==> config.mk <==
export PLATFORM = sky130hd
export DESIGN_NAME = silife_edge_serdes
export DESIGN_NICKNAME = d
export VERILOG_FILES = /design/src/rtl/silife_sync_pkg.sv /design/src/rtl/silife_sync_2ff.sv /design/src/rtl/silife_edge_serdes.sv
export SDC_FILE = /design/constraint.sdc
export NUM_CORES = 1
export LEC_CHECK = 0
export CAP_MARGIN = 40
export CORE_AREA = 2 2 115 117
export CTS_BUF_LIST = sky130_fd_sc_hd__clkbuf_16
export CTS_CLUSTER_SIZE = 20
export DETAILED_ROUTE_END_ITERATION = 8
export DIE_AREA = 0 0 117 119
export GPL_ROUTABILITY_DRIVEN = 0
export GPL_TIMING_DRIVEN = 0
export PLACE_DENSITY = 0.77
export SYNTH_ARGS = -nofsm -noshare
export SYNTH_HDL_FRONTEND = slang
export SYNTH_SLANG_ARGS = --single-unit
==> constraint.sdc <==
create_clock -name clk -period 2.05 [get_ports clk]
set_clock_uncertainty 0.2 [all_clocks]
set_input_delay 0.205 -clock clk [delete_from_list [all_inputs] [get_ports clk]]
set_output_delay 0.205 -clock clk [all_outputs]
set_load 0.02 [all_outputs]
==> src/rtl/silife_sync_pkg.sv <==
// Shared types and helpers for the edge serdes: FSM states, beat count, synchroniser depth.
package silife_sync_pkg;

   localparam int unsigned SYNC_STAGES = 2;

   typedef enum logic [1:0] {
      IDLE   = 2'd0,
      XFER   = 2'd1,
      COMMIT = 2'd2
   } sync_state_e;

   // Beats needed to carry WIDTH cells plus the corner cell over `lanes` lines.
   function automatic int unsigned beats(input int unsigned width, input int unsigned lanes);
      return (width + lanes) / lanes;
   endfunction

endpackage

==> src/rtl/silife_sync_2ff.sv <==
// Multi-stage flop synchroniser for signals arriving from the peer chip.
module silife_sync_2ff
   import silife_sync_pkg::*;
#(
   parameter int unsigned W = 1
) (
   input  logic         clk,
   input  logic         reset_n,
   input  logic [W-1:0] d,
   output logic [W-1:0] q
);

   logic [SYNC_STAGES-1:0][W-1:0] stg_q;

   always_ff @(posedge clk or negedge reset_n) begin
      if (!reset_n) stg_q <= '0;
      else          stg_q <= {stg_q[SYNC_STAGES-2:0], d};
   end

   assign q = stg_q[SYNC_STAGES-1];

endmodule

==> src/rtl/silife_edge_serdes.sv <==
// One grid edge exchanged with the neighbouring chip over LANES serial lines per generation;
// sync clock is either generated here (master) or taken from the peer (slave).
module silife_edge_serdes
   import silife_sync_pkg::*;
#(
   parameter int unsigned WIDTH   = 32,
   parameter int unsigned LANES   = 1,
   parameter int unsigned CLK_DIV = 8,
   parameter int unsigned TIMEOUT = 1024
) (
   input  logic             clk,
   input  logic             reset_n,
   input  logic             i_enable,
   input  logic             i_master,
   input  logic             i_start,
   input  logic [WIDTH-1:0] i_cells,
   input  logic             i_corner,
   output logic [WIDTH-1:0] o_cells,
   output logic             o_corner,
   output logic             o_busy,
   output logic             o_done,
   output logic             o_error,
   input  logic             i_sync_clk,
   output logic             o_sync_clk,
   input  logic [LANES-1:0] i_sync_in,
   output logic [LANES-1:0] o_sync_out
);

   localparam int unsigned BEATS = beats(WIDTH, LANES);
   localparam int unsigned FW    = BEATS * LANES;
   localparam int unsigned CNT_W = $clog2(BEATS + 1);
   localparam int unsigned DIV_W = (CLK_DIV > 1) ? $clog2(CLK_DIV) : 1;
   localparam int unsigned TMO_W = (TIMEOUT > 1) ? $clog2(TIMEOUT) : 1;

   sync_state_e      state_q, state_d;
   logic             mode_q, mode_d;
   logic [FW-1:0]    tx_q, tx_d, rx_q, rx_d, frame;
   logic [CNT_W-1:0] beat_q, beat_d;
   logic [DIV_W-1:0] div_q, div_d;
   logic [TMO_W-1:0] tmo_q, tmo_d;
   logic             sclk_q, sclk_d;
   logic [LANES-1:0] sout_q, sout_d;
   logic [WIDTH-1:0] cells_q, cells_d;
   logic             corner_q, corner_d, busy_q, done_q, done_d, error_q, error_d;
   logic             sclk_s, sclk_prev_q, det_rise, det_fall;
   logic [LANES-1:0] sin_s;
   logic             toggle, rise_ev, fall_ev;

   silife_sync_2ff #(.W(1)) u_sync_clk (
      .clk(clk), .reset_n(reset_n), .d(i_sync_clk), .q(sclk_s));

   silife_sync_2ff #(.W(LANES)) u_sync_in (
      .clk(clk), .reset_n(reset_n), .d(i_sync_in), .q(sin_s));

   assign frame    = FW'({i_cells, i_corner});
   assign det_rise = sclk_s & ~sclk_prev_q;
   assign det_fall = ~sclk_s & sclk_prev_q;

   // Next-state and next-output logic; rise/fall events unify master and slave timing.
   always_comb begin
      state_d  = state_q;
      mode_d   = mode_q;
      tx_d     = tx_q;
      rx_d     = rx_q;
      beat_d   = beat_q;
      div_d    = div_q;
      tmo_d    = tmo_q;
      sclk_d   = sclk_q;
      sout_d   = sout_q;
      cells_d  = cells_q;
      corner_d = corner_q;
      done_d   = 1'b0;
      error_d  = error_q;
      toggle   = 1'b0;
      rise_ev  = 1'b0;
      fall_ev  = 1'b0;

      case (state_q)
         IDLE: begin
            if (i_start && i_enable) begin
               state_d = XFER;
               mode_d  = i_master;
               tx_d    = frame >> LANES;
               sout_d  = frame[LANES-1:0];
               rx_d    = '0;
               beat_d  = '0;
               div_d   = '0;
               tmo_d   = '0;
               sclk_d  = 1'b0;
               error_d = 1'b0;
            end
         end
         XFER: begin
            if (mode_q) begin
               toggle  = (div_q == DIV_W'(CLK_DIV - 1));
               div_d   = toggle ? '0 : div_q + DIV_W'(1);
               rise_ev = toggle & ~sclk_q;
               fall_ev = toggle & sclk_q;
               if (toggle) sclk_d = ~sclk_q;
            end else begin
               rise_ev = det_rise;
               fall_ev = det_fall;
               tmo_d   = (det_rise | det_fall) ? '0 : tmo_q + TMO_W'(1);
            end
            if (rise_ev && beat_q != CNT_W'(BEATS)) begin
               rx_d   = (rx_q >> LANES) | (FW'(sin_s) << (FW - LANES));
               beat_d = beat_q + CNT_W'(1);
            end
            if (fall_ev) begin
               if (beat_q == CNT_W'(BEATS)) begin
                  state_d  = COMMIT;
                  cells_d  = rx_q[WIDTH:1];
                  corner_d = rx_q[0];
                  done_d   = 1'b1;
               end else begin
                  sout_d = tx_q[LANES-1:0];
                  tx_d   = tx_q >> LANES;
               end
            end
            // Peer stopped clocking: abandon the frame, keep the last committed cells.
            if (!mode_q && !(det_rise | det_fall) && tmo_q == TMO_W'(TIMEOUT - 1)) begin
               state_d = IDLE;
               error_d = 1'b1;
               sout_d  = '0;
               sclk_d  = 1'b0;
            end
         end
         COMMIT: begin
            state_d = IDLE;
            sout_d  = '0;
         end
         default: state_d = IDLE;
      endcase

      if (state_q != IDLE && !i_enable) begin
         state_d = IDLE;
         done_d  = 1'b0;
         sclk_d  = 1'b0;
         sout_d  = '0;
         error_d = error_q;
      end
      if (!i_enable) begin
         cells_d  = '0;
         corner_d = 1'b0;
      end
   end

   always_ff @(posedge clk or negedge reset_n) begin
      if (!reset_n) begin
         state_q     <= IDLE;
         mode_q      <= 1'b0;
         tx_q        <= '0;
         rx_q        <= '0;
         beat_q      <= '0;
         div_q       <= '0;
         tmo_q       <= '0;
         sclk_q      <= 1'b0;
         sout_q      <= '0;
         cells_q     <= '0;
         corner_q    <= 1'b0;
         busy_q      <= 1'b0;
         done_q      <= 1'b0;
         error_q     <= 1'b0;
         sclk_prev_q <= 1'b0;
      end else begin
         state_q     <= state_d;
         mode_q      <= mode_d;
         tx_q        <= tx_d;
         rx_q        <= rx_d;
         beat_q      <= beat_d;
         div_q       <= div_d;
         tmo_q       <= tmo_d;
         sclk_q      <= sclk_d;
         sout_q      <= sout_d;
         cells_q     <= cells_d;
         corner_q    <= corner_d;
         busy_q      <= (state_d != IDLE);
         done_q      <= done_d;
         error_q     <= error_d;
         sclk_prev_q <= sclk_s;
      end
   end

   assign o_cells    = cells_q;
   assign o_corner   = corner_q;
   assign o_busy     = busy_q;
   assign o_done     = done_q;
   assign o_error    = error_q;
   assign o_sync_clk = sclk_q;
   assign o_sync_out = sout_q;

endmodule
==> impl_metrics.sql <==
INSERT INTO impl_metrics (metric_group, metric, value, unit) VALUES
('run_status', 'run_status', 'complete, but fails checks', ''),
('run_status', 'violations', 'setup timing', ''),
('logic_synthesis', 'yosysMostFrequentCell', 'sky130_fd_sc_hd__dfrtp_1', ''),
('placed_design', 'hpwl', '9680', 'microns'),
('sta', 'finalSetupViolations', '68', ''),
('global_route', 'grtUsageTotal', '0.226', ''),
('worst_hold_path', 'hold_path.class', 'in2reg', ''),
('critical_path', 'critical_path_depth', '8', ''),
('final_layout', 'diodes', '0', ''),
('logic_synthesis', 'async_flop_share', '1.00', ''),
('logic_synthesis', 'synth_area_leader_cell', 'sky130_fd_sc_hd__dfrtp_1', ''),
('final_layout', 'number_of_inserted_filler_cells_in_the_final_layout', '866', ''),
('drt', 'detail_route.wirelength', '17600', 'microns'),
('power_and_ir_drop', 'static-leakage-power', '3.90', 'nW'),
('power_and_ir_drop', 'power_density', '1070', 'nW/um^2'),
('clocking', 'clock_slew_at_reported_path_ffs', '60', 'ps'),
('flow_run', 'cap_violations', '0', ''),
('clocking', 'cts-buffers-inserted', '17', ''),
('critical_path', 'buffers_and_inverters_on_the_worst_path', '2', ''),
('logic_synthesis', 'syn-num-nets', '651', ''),
('final_layout', 'final-instance-count-excl-fill', '923', ''),
('clocking', 'cts_buffer_depth', '2', ''),
('critical_path', 'critical_path.reg2reg.endpoint', 'rx_q[10]', ''),
('logic_synthesis', 'distinct_cell_type_count_after_synthesis', '54', ''),
('power_and_ir_drop', 'largest_vdd_supply_drop', '0.764', 'mV'),
('logic_synthesis', 'yosys_warnings', '0', ''),
('drt', 'drtAntennaViolNets', '0', ''),
('sta', 'min_period', '2170', 'ps'),
('logic_synthesis', 'yosys-top-cells-count', 'sky130_fd_sc_hd__dfrtp_1, sky130_fd_sc_hd__nand2_1, sky130_fd_sc_hd__inv_1, sky130_fd_sc_hd__a21oi_1, sky130_fd_sc_hd__nand4_1', ''),
('placed_design', 'placedInstanceArea', '7210', 'sq um'),
('drt', 'detailedRoute.firstIterationViolations', '505', ''),
('final_layout', 'syn2layout_area_growth', '44.0', '%'),
('sta', 'final-hold-violation-count', '0', ''),
('placed_design', 'numPortBuffers', '77', ''),
('critical_path', 'critical_path.cell_chain', 'ha_2 -> ha_4 -> nand3b_1 -> nand3_2 -> buf_6 -> buf_4 -> nand4_1 -> a21bo_2', ''),
('critical_path', 'setup_slack_of_the_worst_register_to_register_path', '-120', 'ps'),
('critical_path', 'setup.worst_path.class', 'reg2reg', ''),
('floorplanning', 'dieWidth', '117', 'microns'),
('clocking', 'clock_tree_from_tritoncts', 'yes', ''),
('logic_synthesis', 'post_synth_inst_count', '602', ''),
('critical_path', 'critPathMaxFanout', '6', ''),
('logic_synthesis', 'flip_flop_cell_with_the_highest_count_after_synthesis', 'sky130_fd_sc_hd__dfrtp_1', ''),
('drt', 'drt_pass1_iterations', '5', ''),
('global_route', 'grt_first_pass_wirelength', '24700', 'microns'),
('logic_synthesis', 'part_of_the_yosys_area_used_for_sequential_elements', '0.526', ''),
('critical_path', 'timing.critical_path.max_delay_family', 'simple AND/OR/NAND/NOR gates', ''),
('sta', 'post-route-worst-setup-slack', '-118', 'ps'),
('critical_path', 'worst_setup_path_end_kind', 'register', ''),
('logic_synthesis', 'synth_edf_count', '0', ''),
('critical_path', 'crit-reg2reg-launch', 'div_q[1]', ''),
('critical_path', 'crit_required', '2160', 'ps'),
('floorplanning', 'floorplan.die_area', '13900', 'sq um'),
('global_route', 'first_global_vias', '5130', ''),
('clocking', 'clock_tree.htree_level_count', '4', ''),
('floorplanning', 'core_area', '12900', 'sq um'),
('sta', 'final.period_utilization', '1.06', ''),
('final_layout', 'drive_above_1_share', '0.284', ''),
('logic_synthesis', 'synth_area_leaders', 'sky130_fd_sc_hd__dfrtp_1, sky130_fd_sc_hd__nand2_1, sky130_fd_sc_hd__o32ai_1', ''),
('drt', 'detail_route.drc_violations', '0', ''),
('floorplanning', 'effective_utilization_at_floorplan', '0.480', ''),
('critical_path', 'ff2ff_path_depth', '8', ''),
('global_route', 'antenna_found_initial', '0', ''),
('clocking', 'cts_num_sinks', '130', ''),
('critical_path', 'crit_arrival', '2280', 'ps'),
('floorplanning', 'core.rowCount', '42', ''),
('sta', 'slew_headroom', '0.512', ''),
('sta', 'slew_violations', '0', ''),
('final_layout', 'layout.nets', '783', ''),
('sta', 'max_freq', '0.461', 'GHz'),
('global_route', 'grt_remaining_overflow', '0', ''),
('critical_path', 'crit_end', 'rx_q[10]', '');
-- state kept, by name (all words and copies together), names as in the netlist, 2 cells and up --
signal / cells
div_q: 3
state_q: 2
beat_q: 6
tmo_q: 10
tx_q: 32
rx_q: 33
o_cells: 32
-- metal layers --
metal	track usage	vias up	part of all wire
li1	-	2429	-
met1	0.290	2673	0.41
met2	0.359	245	0.50
met3	0.0601	70	0.057
met4	0.0963	0	0.040
met5	0	-	0
-- layout by cell type, fill, tap and decap left out, types with 13 or more instances in the layout --
cell | synthesis | layout
sky130_fd_sc_hd__o32ai_4 | 0 | 13
sky130_fd_sc_hd__inv_1 | 45 | 43
sky130_fd_sc_hd__nand2_1 | 87 | 87
sky130_fd_sc_hd__clkbuf_16 | 0 | 19
sky130_fd_sc_hd__a21oi_1 | 35 | 26
sky130_fd_sc_hd__clkdlybuf4s50_1 | 0 | 76
sky130_fd_sc_hd__a21bo_2 | 26 | 26
sky130_fd_sc_hd__buf_6 | 5 | 24
sky130_fd_sc_hd__dfrtp_1 | 130 | 128
sky130_fd_sc_hd__o32ai_2 | 0 | 18
sky130_fd_sc_hd__nand4_1 | 35 | 35
sky130_fd_sc_hd__a21boi_1 | 9 | 20
sky130_fd_sc_hd__buf_4 | 1 | 31
-- worst min-delay path by stage --
stage                                      to           startpoint  cells past startpoint  slack [ps]
after floorplan                     beat_q[0]              reset_n                      0        -290
after global placement           u_sync_clk.q  u_sync_clk.stg_q[0]                      0         140
after detailed placement          o_cells[16]              reset_n                      1         100
after CTS                 u_sync_clk.stg_q[0]           i_sync_clk                      1           8
after global routing      u_sync_clk.stg_q[0]           i_sync_clk                      1          30
final                     u_sync_clk.stg_q[0]           i_sync_clk                      1          20
-- report_power, final --
part	switching, mW	internal (mW)
Sequential	0.377	2.95
Clock	1.12	2.00
Combinational	1.80	1.29
-- through the flow --
stage	util	TNS (ps)
2_1_floorplan	-	-400
3_3_place_gp	0.558	-594990
3_5_place_dp	0.560	-28430
4_1_cts	0.633	-0.816
5_1_grt	0.692	-6070
6_report	0.692	-3150
-- kinds of logic (layout without fill, tap and decap cells) --
family	Yosys count	count (layout)	share of synthesized area
AO/OA/AOI/OAI	190	190	0.236
flip-flops	130	130	0.526
buffers and inverters	94	239	0.0688
multiplexers	6	6	0.00992
adder cells (fa/ha/maj)	9	9	0.0182
AND/OR/NAND/NOR	173	173	0.141
-- layout make-up --
type | count | area share
clock buffer | 17 | 0.0478
multi-input combinational | 378 | 0.347
timing repair buffer | 116 | 0.130
inverter | 45 | 0.0190
tap | 176 | 0.0247
clock inverter | 15 | 0.0194
sequential | 130 | 0.366
buffer | 46 | 0.0464
-- timing repair --
item,CTS,global route
resized for setup,69,131
gates cloned,5,5
hold endpoints to repair,78,0
endpoints found under the setup margin,120,104
setup buffers,10,17
pin swaps,6,12
hold buffers,1,0
(Power assumes the default switching activity.)
